--- config.mk ---
export PLATFORM = sky130hd
export DESIGN_NAME = rx_lp_lane_ctrl_flat
export DESIGN_NICKNAME = d
export VERILOG_FILES = /design/src/rtl/rx_lp_pkg.sv /design/src/rtl/rx_lp_lane_ctrl_if.sv /design/src/rtl/rx_lp_lane_fsm.sv /design/src/rtl/rx_lp_lane_ctrl.sv /design/src/flat_wrapper.sv
export SDC_FILE = /design/constraint.sdc
export NUM_CORES = 1
export LEC_CHECK = 0
export ABC_AREA = 1
export CAP_MARGIN = 15
export CORE_UTILIZATION = 31
export DETAILED_ROUTE_END_ITERATION = 8
export SLEW_MARGIN = 20
export SYNTH_ARGS = -nofsm -noshare
export SYNTH_HDL_FRONTEND = slang
export SYNTH_SLANG_ARGS = --single-unit
--- constraint.sdc ---
create_clock -name clk -period 2.1 [get_ports clk]
set_clock_uncertainty 0.05 [all_clocks]
set_input_delay 0.315 -clock clk [delete_from_list [all_inputs] [get_ports clk]]
set_output_delay 0.315 -clock clk [all_outputs]
set_load 0.05 [all_outputs]
--- src/rtl/rx_lp_pkg.sv ---
// Shared types for the D-PHY receive-side LP lane controller: lane state codes and LP line values.
// Escape codes stay reserved even in builds without RX_LP_ESC_DETECT_EN.
package rx_lp_pkg;

   // Nine states do not fit three bits, so the code space is four bits wide.
   typedef enum logic [3:0] {
      ST_STOP     = 4'd0,
      ST_HS_RQST  = 4'd1,
      ST_HS_PRPR  = 4'd2,
      ST_HS_TERM  = 4'd3,
      ST_HS_RX    = 4'd4,
      ST_ESC_RQST = 4'd5,
      ST_ESC_BRDG = 4'd6,
      ST_ESC_ACK  = 4'd7,
      ST_ESC_MODE = 4'd8
   } lane_state_e;

   typedef logic [1:0] line_t;

   localparam line_t LP00 = 2'b00;
   localparam line_t LP01 = 2'b01;
   localparam line_t LP10 = 2'b10;
   localparam line_t LP11 = 2'b11;

endpackage

--- src/rtl/rx_lp_lane_ctrl_if.sv ---
// Bundle between the LP line receivers (master) and the lane controller (slave).
interface rx_lp_lane_ctrl_if #(
   parameter int NUM_LANES = 4
);
   logic [NUM_LANES-1:0] lp_dp;
   logic [NUM_LANES-1:0] lp_dn;
   logic [NUM_LANES-1:0] lane_enable;
   logic [NUM_LANES-1:0] hs_term_en;
   logic [NUM_LANES-1:0] hs_rx_en;
   logic [NUM_LANES-1:0] stop_state;
   logic [NUM_LANES-1:0] err_ctrl;
   logic [NUM_LANES-1:0] esc_mode;
   logic                 all_stop;

   modport master (
      output lp_dp, lp_dn, lane_enable,
      input  hs_term_en, hs_rx_en, stop_state, err_ctrl, esc_mode, all_stop
   );

   modport slave (
      input  lp_dp, lp_dn, lane_enable,
      output hs_term_en, hs_rx_en, stop_state, err_ctrl, esc_mode, all_stop
   );
endinterface

--- src/rtl/rx_lp_lane_fsm.sv ---
// One lane's LP state machine with its dwell counter; escape entry is built only with
// RX_LP_ESC_DETECT_EN defined.
module rx_lp_lane_fsm
   import rx_lp_pkg::*;
#(
   parameter int T_TERM_EN = 2,
   parameter int T_SETTLE  = 4
) (
   input  logic clk,
   input  logic rst,
   input  logic lp_dp_i,
   input  logic lp_dn_i,
   input  logic lane_enable_i,
   output logic hs_term_en_o,
   output logic hs_rx_en_o,
   output logic stop_state_o,
   output logic err_ctrl_o,
   output logic esc_mode_o
);

   localparam int CNT_TOP = (T_TERM_EN > T_SETTLE) ? T_TERM_EN : T_SETTLE;
   localparam int CNT_W   = (CNT_TOP > 0) ? $clog2(CNT_TOP + 1) : 1;
   localparam logic [CNT_W-1:0] TERM_CNT   = CNT_W'(T_TERM_EN);
   localparam logic [CNT_W-1:0] SETTLE_CNT = CNT_W'(T_SETTLE);

   lane_state_e      state_q, state_d;
   logic [CNT_W-1:0] cnt_q, cnt_d;
   logic             err_q, err_d;
   line_t            line;

   assign line = {lp_dp_i, lp_dn_i};

   always_ff @(posedge clk or posedge rst) begin
      if (rst) begin
         state_q <= ST_STOP;
         cnt_q   <= '0;
         err_q   <= 1'b0;
      end else begin
         state_q <= state_d;
         cnt_q   <= cnt_d;
         err_q   <= err_d;
      end
   end

   always_comb begin
      state_d = state_q;
      err_d   = 1'b0;
      cnt_d   = cnt_q;
      if (!lane_enable_i) begin
         state_d = ST_STOP;
      end else begin
         case (state_q)
            ST_STOP: begin
               if (line == LP01)      state_d = ST_HS_RQST;
               else if (line == LP00) err_d = 1'b1;
`ifdef RX_LP_ESC_DETECT_EN
               else if (line == LP10) state_d = ST_ESC_RQST;
`endif
            end
            ST_HS_RQST: begin
               if (line == LP00)      state_d = ST_HS_PRPR;
               else if (line == LP11) state_d = ST_STOP;
               else if (line == LP10) begin state_d = ST_STOP; err_d = 1'b1; end
            end
            ST_HS_PRPR: begin
               if (line != LP00)           begin state_d = ST_STOP; err_d = 1'b1; end
               else if (cnt_q == TERM_CNT) state_d = ST_HS_TERM;
            end
            ST_HS_TERM: begin
               if (line == LP11) begin state_d = ST_STOP; err_d = 1'b1; end
               else if (line == LP00 && cnt_q == SETTLE_CNT) state_d = ST_HS_RX;
            end
            ST_HS_RX: begin
               if (line == LP11) state_d = ST_STOP;
            end
`ifdef RX_LP_ESC_DETECT_EN
            ST_ESC_RQST: begin
               if (line == LP00)      state_d = ST_ESC_BRDG;
               else if (line == LP11) state_d = ST_STOP;
               else if (line == LP01) begin state_d = ST_STOP; err_d = 1'b1; end
            end
            ST_ESC_BRDG: begin
               if (line == LP01)      state_d = ST_ESC_ACK;
               else if (line == LP11) state_d = ST_STOP;
               else if (line == LP10) begin state_d = ST_STOP; err_d = 1'b1; end
            end
            ST_ESC_ACK: begin
               if (line == LP00)      state_d = ST_ESC_MODE;
               else if (line == LP11) state_d = ST_STOP;
               else if (line == LP10) begin state_d = ST_STOP; err_d = 1'b1; end
            end
            ST_ESC_MODE: begin
               if (line == LP11) state_d = ST_STOP;
            end
`endif
            default: state_d = ST_STOP;
         endcase
      end
      // Counter restarts on every state change and sticks at all-ones while dwelling.
      if (!lane_enable_i || state_d != state_q) cnt_d = '0;
      else if (cnt_q != {CNT_W{1'b1}})          cnt_d = cnt_q + 1'b1;
   end

   assign hs_term_en_o = (state_q == ST_HS_TERM) || (state_q == ST_HS_RX);
   assign hs_rx_en_o   = (state_q == ST_HS_RX);
   assign stop_state_o = (state_q == ST_STOP);
   assign err_ctrl_o   = err_q;
`ifdef RX_LP_ESC_DETECT_EN
   assign esc_mode_o   = (state_q == ST_ESC_MODE);
`else
   assign esc_mode_o   = 1'b0;
`endif

endmodule

--- src/rtl/rx_lp_lane_ctrl.sv ---
// N-lane receive-side LP controller: one independent lane FSM per lane plus the all_stop summary.
// Escape detection is enabled by defining RX_LP_ESC_DETECT_EN.
module rx_lp_lane_ctrl #(
   parameter int NUM_LANES = 4,
   parameter int T_TERM_EN = 2,
   parameter int T_SETTLE  = 4
) (
   input logic              clk,
   input logic              rst,
   rx_lp_lane_ctrl_if.slave bus
);

   for (genvar g = 0; g < NUM_LANES; g++) begin : g_lane
      rx_lp_lane_fsm #(
         .T_TERM_EN (T_TERM_EN),
         .T_SETTLE  (T_SETTLE)
      ) u_fsm (
         .clk           (clk),
         .rst           (rst),
         .lp_dp_i       (bus.lp_dp[g]),
         .lp_dn_i       (bus.lp_dn[g]),
         .lane_enable_i (bus.lane_enable[g]),
         .hs_term_en_o  (bus.hs_term_en[g]),
         .hs_rx_en_o    (bus.hs_rx_en[g]),
         .stop_state_o  (bus.stop_state[g]),
         .err_ctrl_o    (bus.err_ctrl[g]),
         .esc_mode_o    (bus.esc_mode[g])
      );
   end

   // Disabled lanes do not hold all_stop low; with no lane enabled it reads 0.
   assign bus.all_stop = (|bus.lane_enable) & (&(bus.stop_state | ~bus.lane_enable));

endmodule
--- src/flat_wrapper.sv ---
// flat-port wrapper written by rule: the top's interface ports become plain ports
module rx_lp_lane_ctrl_flat 
#(
   parameter int NUM_LANES = 4,
   parameter int T_TERM_EN = 2,
   parameter int T_SETTLE  = 4
)
  (clk, rst, bus_lp_dp, bus_lp_dn, bus_lane_enable, bus_hs_term_en, bus_hs_rx_en, bus_stop_state, bus_err_ctrl, bus_esc_mode, bus_all_stop);
  rx_lp_lane_ctrl_if #(.NUM_LANES(NUM_LANES)) bus_i ();
  input logic clk;
  input logic rst;
  input wire logic [$bits(bus_i.lp_dp)-1:0] bus_lp_dp;
  input wire logic [$bits(bus_i.lp_dn)-1:0] bus_lp_dn;
  input wire logic [$bits(bus_i.lane_enable)-1:0] bus_lane_enable;
  output wire logic [$bits(bus_i.hs_term_en)-1:0] bus_hs_term_en;
  output wire logic [$bits(bus_i.hs_rx_en)-1:0] bus_hs_rx_en;
  output wire logic [$bits(bus_i.stop_state)-1:0] bus_stop_state;
  output wire logic [$bits(bus_i.err_ctrl)-1:0] bus_err_ctrl;
  output wire logic [$bits(bus_i.esc_mode)-1:0] bus_esc_mode;
  output wire logic [$bits(bus_i.all_stop)-1:0] bus_all_stop;
  assign bus_i.lp_dp = bus_lp_dp;
  assign bus_i.lp_dn = bus_lp_dn;
  assign bus_i.lane_enable = bus_lane_enable;
  assign bus_hs_term_en = bus_i.hs_term_en;
  assign bus_hs_rx_en = bus_i.hs_rx_en;
  assign bus_stop_state = bus_i.stop_state;
  assign bus_err_ctrl = bus_i.err_ctrl;
  assign bus_esc_mode = bus_i.esc_mode;
  assign bus_all_stop = bus_i.all_stop;
  rx_lp_lane_ctrl #(.NUM_LANES(NUM_LANES), .T_TERM_EN(T_TERM_EN), .T_SETTLE(T_SETTLE)) u_core (.clk(clk), .rst(rst), .bus(bus_i));
endmodule
# After elaboration in Yosys (flattened, before gate mapping)
# Cells that the tools add are included.
# totals
register_bits,32
out_inout_bits,21
wordCells,185
# op_classes
add_sub_neg,4
eq_ne,44
n_mux,88
bitwise_logic,3
n_reduce_logical,34
# op_table
op,n
two-way mux 4 bit,40
case mux 4 bit (5 select lines),4
"== test 4 x 2 -> 1 bit, second input constant",8
two-way mux 1 bit,32
two-way mux 3 bit,8
"== test 2 bit, second input constant",8
"== test 4 x 1 -> 1 bit, second input constant",4
"== test 4 x 3 -> 1 bit, second input constant",4
logical NOT 4 bit,4
inequality test 4 bit,4
case mux 1 bit (4 select lines),4
nonzero test 2 bit,8
"adder 3 x 1 -> 3 bit, second input constant",4
"== test 3 x 2 -> 1 bit, second input constant",4
"== test 3 bit, second input constant",4
"inequality test 3 bit, second input constant",4
"== test 2 x 1 -> 1 bit, second input constant",4
logical NOT 2 bit,4
logical OR 1 bit,8
logical AND 1 bit,4
logical NOT 1 bit,4
NOT 4 bit,1
bitwise OR 4 bit,1
AND reduction 4 bit,1
2 further kinds,2

# Logic depth before layout (Yosys ltp)
# Gate-level depths: netlist of run 1.
# depth
depth_word,9
depth_mapped,13
depth_no_buf,13

# Hierarchy
# Synthesis of run 1 repeated with hierarchy kept, for this count alone.
# hier_totals
hier_cells,345
area_unflattened_um2,2443.6
# modules_own_cells
module,instances,cells_each,area_each_um2,seq_area_each_um2
rx_lp_lane_fsm,4,83,598.1,200.2
rx_lp_lane_ctrl,1,13,51.3,0.0

# Least setup slack after synthesis of run 1
# Ideal clock, no wire load.
# synth_path
kind,reg-to-output
start,register u_core.g_lane[3].u_fsm.state_q[3]
end,output port bus_all_stop
arrival_ns,1.931
path_slack_ns,-0.196
path_stages_with_launch,6
path_cell_list,dfrtp_1 -> nor2_2 -> nand2_1 -> inv_1 -> o22ai_1 -> nor3_1
# synth_via
elab_chain_len,4
# synth_lines
item,line_no,source
start: declaration,rx_lp_lane_fsm.sv:26,"lane_state_e state_q, state_d;"
start signal: assignment,rx_lp_lane_fsm.sv:39,state_q <= state_d;
logical NOT 4 bit,rx_lp_lane_fsm.sv:106,assign stop_state_o = (state_q == ST_STOP);
via u_core.g_lane[3].u_fsm.stop_state_o,rx_lp_lane_fsm.sv:16,"output logic stop_state_o,"
bitwise OR 4 bit,rx_lp_lane_ctrl.sv:32,assign bus.all_stop = (|bus.lane_enable) & (&(bus.stop_state | ~bus.lane_enable));
AND reduction 4 bit,rx_lp_lane_ctrl.sv:32,
bitwise AND 1 bit,rx_lp_lane_ctrl.sv:32,
end: declaration,flat_wrapper.sv:20,output wire logic [$bits(bus_i.all_stop)-1:0] bus_all_stop;
# The timed path passes the listed nets, and every way through them passes these cells.

# Worst setup path after layout of run 1
# layout_path
start,register u_core.g_lane[2].u_fsm.state_q[0]
end,output port bus_all_stop
# layout_via
elab_chain_len,4
# layout_lines
item,line_no
start: declaration,rx_lp_lane_fsm.sv:26
start signal: assignment,rx_lp_lane_fsm.sv:39
logical NOT 4 bit,rx_lp_lane_fsm.sv:106
bitwise OR 4 bit,rx_lp_lane_ctrl.sv:32
AND reduction 4 bit,rx_lp_lane_ctrl.sv:32
bitwise AND 1 bit,rx_lp_lane_ctrl.sv:32
# Every way passes these cells.

==> metrics, run 1 <==
synth unique cells 26; Row Count 31; CTS Buf Count 5; arrival time worst endpoint 1.57 ns; Final Non-Filler Cells 470; synth top area cells dfrtp_1 (34%), nand2_1 (12%), inv_1 (9.4%), ha_1 (8.5%), nand3_1 (7.2%); largest net degree at the start of global routing 33; Clk Latency, worst-skew pair 0.28 ns; Commonest cells post-synth nand2_1 (78), inv_1 (59), nor2_1 (43); CTS Root Cell clkbuf_8; placeable core area 7330 um^2; DP Area 2770 um^2; Reg-to-Reg End u_core.g_lane[1].u_fsm.cnt_q[0]; synthesis-stage register bit count 32; layout cells sized above 1 12.1%; leakage power 1.53 nW; worst setup path startpoint u_core.g_lane[2].u_fsm.state_q[0]; Crit path buffers/inverters 2; number of I/O pins 35; Design Area, Final 2880 um^2; cell family with most CP delay simple AND/OR/NAND/NOR gates; synthesized area 2370 um^2; reg2reg start u_core.g_lane[1].u_fsm.cnt_q[0]; ys async rst share 100%; dpl ws 0.173 ns; DRT Pass-1 Iters 4; vias 2037; hpwl dp 3680 um; RSZ-0062 raised after global routing false; final number of setup-violating endpoints 0; slowest stage cell on the critical path dfrtp_1; count leader, synth nand2_1; I/O Buffers 30; Total GRT Usage 12.7%; Final WS setup 0.163 ns; Detail Route Antenna Nets 0; cells on worst reg2reg path 12; number of global-route vias before repair 1895; Worst-Margin Slew 0.505 ns; height of the die 89.4 um; Max Clock Freq 516 MHz; Syn Area/Cell 6.97 um^2; clock sinks 32; reg2reg setup slack 0.46 ns; drt wl/cell 9.75 um; GP Congestion 0.836; number of synthesized flops with an enable pin 0; outcome finished clean; Critical Path End Type output pin; max-slew violations 0; Hold Fails Final Rpt 0; Final nets 401; Synth Warn # 0; HP Class in -> async; Post-Synthesis Cells 340; CP required 1.74 ns; VDD IR-drop max 0.000191 V; Seq/Total Area, Yosys 33.8%; Initial Util 32.3%; final design utilization 39.3%; # diodes 0; cells along the critical path inv_1 > nand2_1 > nor2_4 > o22ai_2 > nor3_2 > clkbuf_16; die width 89.4 um; clock-pin slew on the worst setup and hold paths 0.06 ns; CP peak stage delay 0.42 ns; Pwr per Cell Area 462 nW/um^2; Synth area leader dfrtp_1; wirelength, routed 4580 um; CTS tree built; initial antenna violation count 0; Rel. slew slack 66.2%; critical path type reg -> out; final setup TNS 0 ns; min cycle time layout 1.94 ns; crit-path max FO 4; routed vias/inst 4.33; Layout Area Growth over Synthesis 21.8%; DR iter-0 viols 69; Remaining DRCs 0; GRT overflow 0; fin crit share 92.2%; top cell type's share of synthesized area 33.8%; die area 7990 um^2; H-tree Lvls 2; first-pass GRT wire length 7820 um; max-cap viol count 0; Setup crit start kind register; cell count after placement 462; ys flop type dfrtp_1; Max Root-Sink Buffers 2
worst max path at each step:
stage / end / cells after the start
after floorplan: bus_all_stop / 5
after global placement: u_core.g_lane[0].u_fsm.cnt_q[0] / 8
after detailed placement: u_core.g_lane[2].u_fsm.cnt_q[0] / 11
after CTS: bus_all_stop / 6
after global routing: bus_all_stop / 8
final: bus_all_stop / 6
logic make-up (layout without fill, tap and decap cells):
group / count (synthesis) / after routing / synth area share (%)
compound gates: 20 / 20 / 5.39
xor+xnor: 4 / 4 / 1.48
fa+ha+maj: 16 / 16 / 8.45
buf+inv: 80 / 104 / 15.8
flops: 32 / 32 / 33.8
mux: 3 / 3 / 1.27
other cells: 1 / 8 / 0.158
simple gates: 184 / 184 / 33.6
worst reg2reg max path, cell delays in order, from the launching register on:
cell and delay, ns:
dfrtp_1 0.41, inv_1 0.09, ha_1 0.14, nand2_1 0.07, nor2_1 0.11, nand2_1 0.07, a21boi_2 0.17, nand2_1 0.09
nand2_1 0.07, nand2_1 0.04, nor2_1 0.08, nand2_1 0.10, nor2_1 0.10
power by group:
| group | switching (mW) | total (mW) | internal [mW] | leakage (nW) |
|---|---|---|---|---|
| logic | 0.154 | 0.248 | 0.0937 | 1.06 |
| clock network | 0.213 | 0.438 | 0.225 | 0.0410 |
| registers | 0.0140 | 0.647 | 0.633 | 0.432 |
| total | 0.381 | 1.33 | 0.951 | 1.53 |
through the flow:
step	power [mW]	hold WS, ns
2_1_floorplan	0.814	0.381
3_3_place_gp	0.900	0.519
3_5_place_dp	0.902	0.528
4_1_cts	1.35	0.373
5_1_grt	1.42	0.400
6_report	1.33	0.362
flip-flops by register name, indices dropped and copies added (netlist names):
register and count:
u_core.g_lane.u_fsm.err_ctrl_o 4, u_core.g_lane.u_fsm.state_q 16, u_core.g_lane.u_fsm.cnt_q 12
cell type report:
cell class              instances  area [um^2]
well taps                      99          124
repair buffers                 38          408
clock inverters                 1         5.00
multi-input cells             235         1250
flip-flops and latches         32          801
inverters                      59          221
clock buffers                   6         72.6
fillers                       770         4450
routing by layer:
| metal | up-vias | part of all wire, % | GRT usage (%) |
|---|---|---|---|
| met5 | - | 0 | 0 |
| met4 | 0 | 1.9 | 5.63 |
| met3 | 8 | 3.6 | 2.49 |
| met2 | 36 | 45 | 21.2 |
| met1 | 877 | 50 | 15.8 |
| li1 | 1116 | - | - |
cell usage in the layout, fill, tap and decap left out:
master | netlist | final
nand2_1 | 78 | 77
inv_1 | 59 | 54
nor2_1 | 43 | 41
nand3_1 | 34 | 34
dfrtp_1 | 32 | 32
clkdlybuf4s50_1 | 0 | 17
ha_1 | 16 | 16
buf_4 | 20 | 15
nor3_1 | 12 | 10
nand4_1 | 9 | 9
conb_1 | 1 | 8
o21ai_0 | 7 | 7
inv_2 | 0 | 5
clkbuf_8 | 0 | 5
buf_12 | 0 | 5
nor2_2 | 4 | 4
xor2_1 | 4 | 4
a211oi_1 | 4 | 4
mux2i_1 | 3 | 3
nor3_2 | 1 | 3
o22ai_1 | 4 | 3
nor2_4 | 0 | 2
o211ai_1 | 1 | 1
a21oi_1 | 1 | 1
o21ai_1 | 1 | 1
or2_2 | 1 | 1
nand2_2 | 0 | 1
nand3b_1 | 1 | 1
a21boi_2 | 1 | 1
nor4_1 | 1 | 1
o22ai_2 | 0 | 1
o32ai_1 | 1 | 1
clkbuf_1 | 1 | 1
clkinv_2 | 0 | 1
clkbuf_16 | 0 | 1
what timing repair did:
item / CTS / global route
hold buffers: 0 / 0
setup buffers: 0 / 1
hold endpoints to repair: 0 / 0
endpoints found under the setup margin: 0 / 1
gates resized for setup: 0 / 13
Note: power is estimated with default switching activity, not from simulation.
==> run 2: changes to the inputs <==
PLACE_DENSITY = 0.5   (was default)
==> run 2 against run 1 <==
Clock power rose by 18%. First-iteration DRC count fell by 17%. Sequential share of layout area fell by 0.33 points. Worst setup slack got worse by 0.042 ns. Global-route usage rose by 0.66 points. Worst hold slack improved by 0.016 ns. Non-clock buffer count rose by 3. Count of clock-buffer cells in the layout rose by 1. Routed wire length rose by 5.8%. Cell count rose by 0.64%. Sequential power barely moved. Critical endpoint unchanged. Largest power group unchanged.
==> metrics, run 2 (synthesis results as in run 1) <==
Final Non-Filler Cells 473 (+0.64%); initial antenna violation count 0 (unchanged); Initial Util 32.3% (unchanged); crit-path max FO 4 (unchanged); leakage power 1.55 nW (+1.4%); Reg with most FFs u_core.g_lane.u_fsm.state_q; Rel. slew slack 66.9% (+0.62 points); cell count after placement 465 (+0.65%); Remaining DRCs 0 (unchanged); cts hold-fix bufs 0 (unchanged); GRT overflow 0 (unchanged); first-pass GRT wire length 8180 um (+4.6%); DRT Pass-1 Iters 4 (unchanged); commonest non-fill, non-tap cell in the layout nand2_1; CTS tree built; reg2reg setup slack 0.46 ns (about the same); max FFs per register 16 (unchanged); max-cap viol count 0 (unchanged); Design Area, Final 2920 um^2 (+1.2%); layout cells sized above 1 11.8% (-0.36 points); Clk Latency, worst-skew pair 0.28 ns (about the same); arrival time worst endpoint 1.61 ns (+0.04 ns); die area 7990 um^2 (unchanged); Crit path buffers/inverters 4 (+2); max-slew violations 0 (unchanged); final number of setup-violating endpoints 0 (unchanged); Worst-Margin Slew 0.495 ns (-0.00922 ns); final design utilization 39.8% (+0.48 points); cells along the critical path inv_1 > nand2_2 > inv_2 > nand2_1 > inv_1 > o22ai_1 > nor3_2 > clkbuf_16; Final nets 404 (+0.75%); Layout Area Growth over Synthesis 23.2%; Setup crit start kind register; PnR Total Power 1.41 mW (+6.1%); number of I/O pins 35 (unchanged); Critical Path End Type output pin; DR iter-0 viols 57 (-17%); hpwl dp 3870 um (+5.0%); largest net degree at the start of global routing 33 (unchanged); vias 2146 (+5.4%); fin crit share 94.2% (+2.0 points); critical path type reg -> out; most frequent cells in the layout nand2_1 (77), inv_1 (57), nor2_1 (42); clock-pin slew on the worst setup and hold paths 0.07 ns (about the same); Fill cells 762 (-1.0%); cell family with most CP delay buffers and inverters; Max Clock Freq 505 MHz (-2.1%); number of global-route vias before repair 1958 (+3.3%); die width 89.4 um (unchanged); CTS Buf Count 5 (unchanged); Detail Route Antenna Nets 0 (unchanged); Hold Fails Final Rpt 0 (unchanged); clock sinks 32 (unchanged); Max Root-Sink Buffers 2 (unchanged); placeable core area 7330 um^2 (unchanged); most used cell, CP inv_1; VDD IR-drop max 0.000198 V (+3.4%); Row Count 31 (unchanged); CTS Root Cell clkbuf_8; CP peak stage delay 0.40 ns (-0.02 ns); drt wl/cell 10.2 um (+5.1%); wirelength, routed 4850 um (+5.8%); slowest stage cell on the critical path dfrtp_1; routed vias/inst 4.54 (+4.7%); Pwr per Cell Area 484 nW/um^2 (+4.8%); Total GRT Usage 13.3% (+0.66 points); height of the die 89.4 um (unchanged); CP required 1.74 ns (about the same); min cycle time layout 1.98 ns (+0.0425 ns); worst hold slack 0.378 ns (+0.0155 ns); DP Area 2800 um^2 (+1.3%); I/O Buffers 30 (unchanged); outcome finished clean; HP Class in -> async; # diodes 0 (unchanged); GP Congestion 0.792 (-5.3%); H-tree Lvls 2 (unchanged)
-- run 2: cell types whose count changed in the layout (fill, tap and decap cells not counted), sizes merged --
cell and change:
clkbuf +1, buf +3, clkinv -1
-- run 2: worst paths after layout --
kind / from / to / depth (start not counted)
min in group clk: u_core.g_lane[1].u_fsm.cnt_q[0] / u_core.g_lane[1].u_fsm.cnt_q[0] / 2
min reg2reg: u_core.g_lane[1].u_fsm.cnt_q[0] / u_core.g_lane[1].u_fsm.cnt_q[0] / 2
max reg2reg: u_core.g_lane[1].u_fsm.cnt_q[0] / u_core.g_lane[1].u_fsm.cnt_q[1] / 12
min: rst / u_core.g_lane[1].u_fsm.state_q[2] / 3
max in group asynchronous: rst / u_core.g_lane[3].u_fsm.state_q[2] / 3
max: u_core.g_lane[1].u_fsm.state_q[2] / bus_all_stop / 8
-- run 2: layout make-up --
class                           instances  area, um^2  area share [%]
Multi-Input combinational cell        235        1230            42.3
Sequential cell                        32         801            27.4
Timing Repair Buffer                   41         443            15.2
Inverter                               59         221            7.59
Tap cell                               99         124            4.24
Clock buffer                            7        96.3            3.30
-- run 2: power by group --
group          switching (mW)  internal [mW]
Sequential             0.0133          0.632
Combinational           0.154         0.0947
Clock                   0.227          0.292
-- run 2: layer usage --
layer | vias to the layer above | track usage (%) | routed length [um]
met3 | 16 | 3.23 | 265
li1 | 1119 | - | -
met5 | - | 0 | 0
met4 | 0 | 5.05 | 100
met2 | 65 | 22.5 | 2170
met1 | 946 | 16.4 | 2310
-- run 2: timing repair --
item                                    in CTS  in global routing
endpoints found under the setup margin       0                  1
buffers inserted                             0                  1
gates resized for setup                      0                  6
-- run 2: worst reg2reg max path: stages (launching register included) --
cell and delay (ns):
dfrtp_1 0.41, inv_1 0.09, ha_1 0.15, nand2_1 0.07, nor2_1 0.11, nand2_1 0.07, a21boi_2 0.16, nand2_1 0.09
nand2_1 0.06, nand2_1 0.04, nor2_1 0.08, nand2_1 0.10, nor2_1 0.10
-- run 2: stage by stage --
stage / setup WS, ns / setup TNS (ns)
final: 0.121 / 0
after global routing: -0.00321 / -0.00321
after CTS: 0.0365 / 0
after detailed placement: 0.169 / 0
after global placement: 0.190 / 0
after floorplan: 0.220 / 0
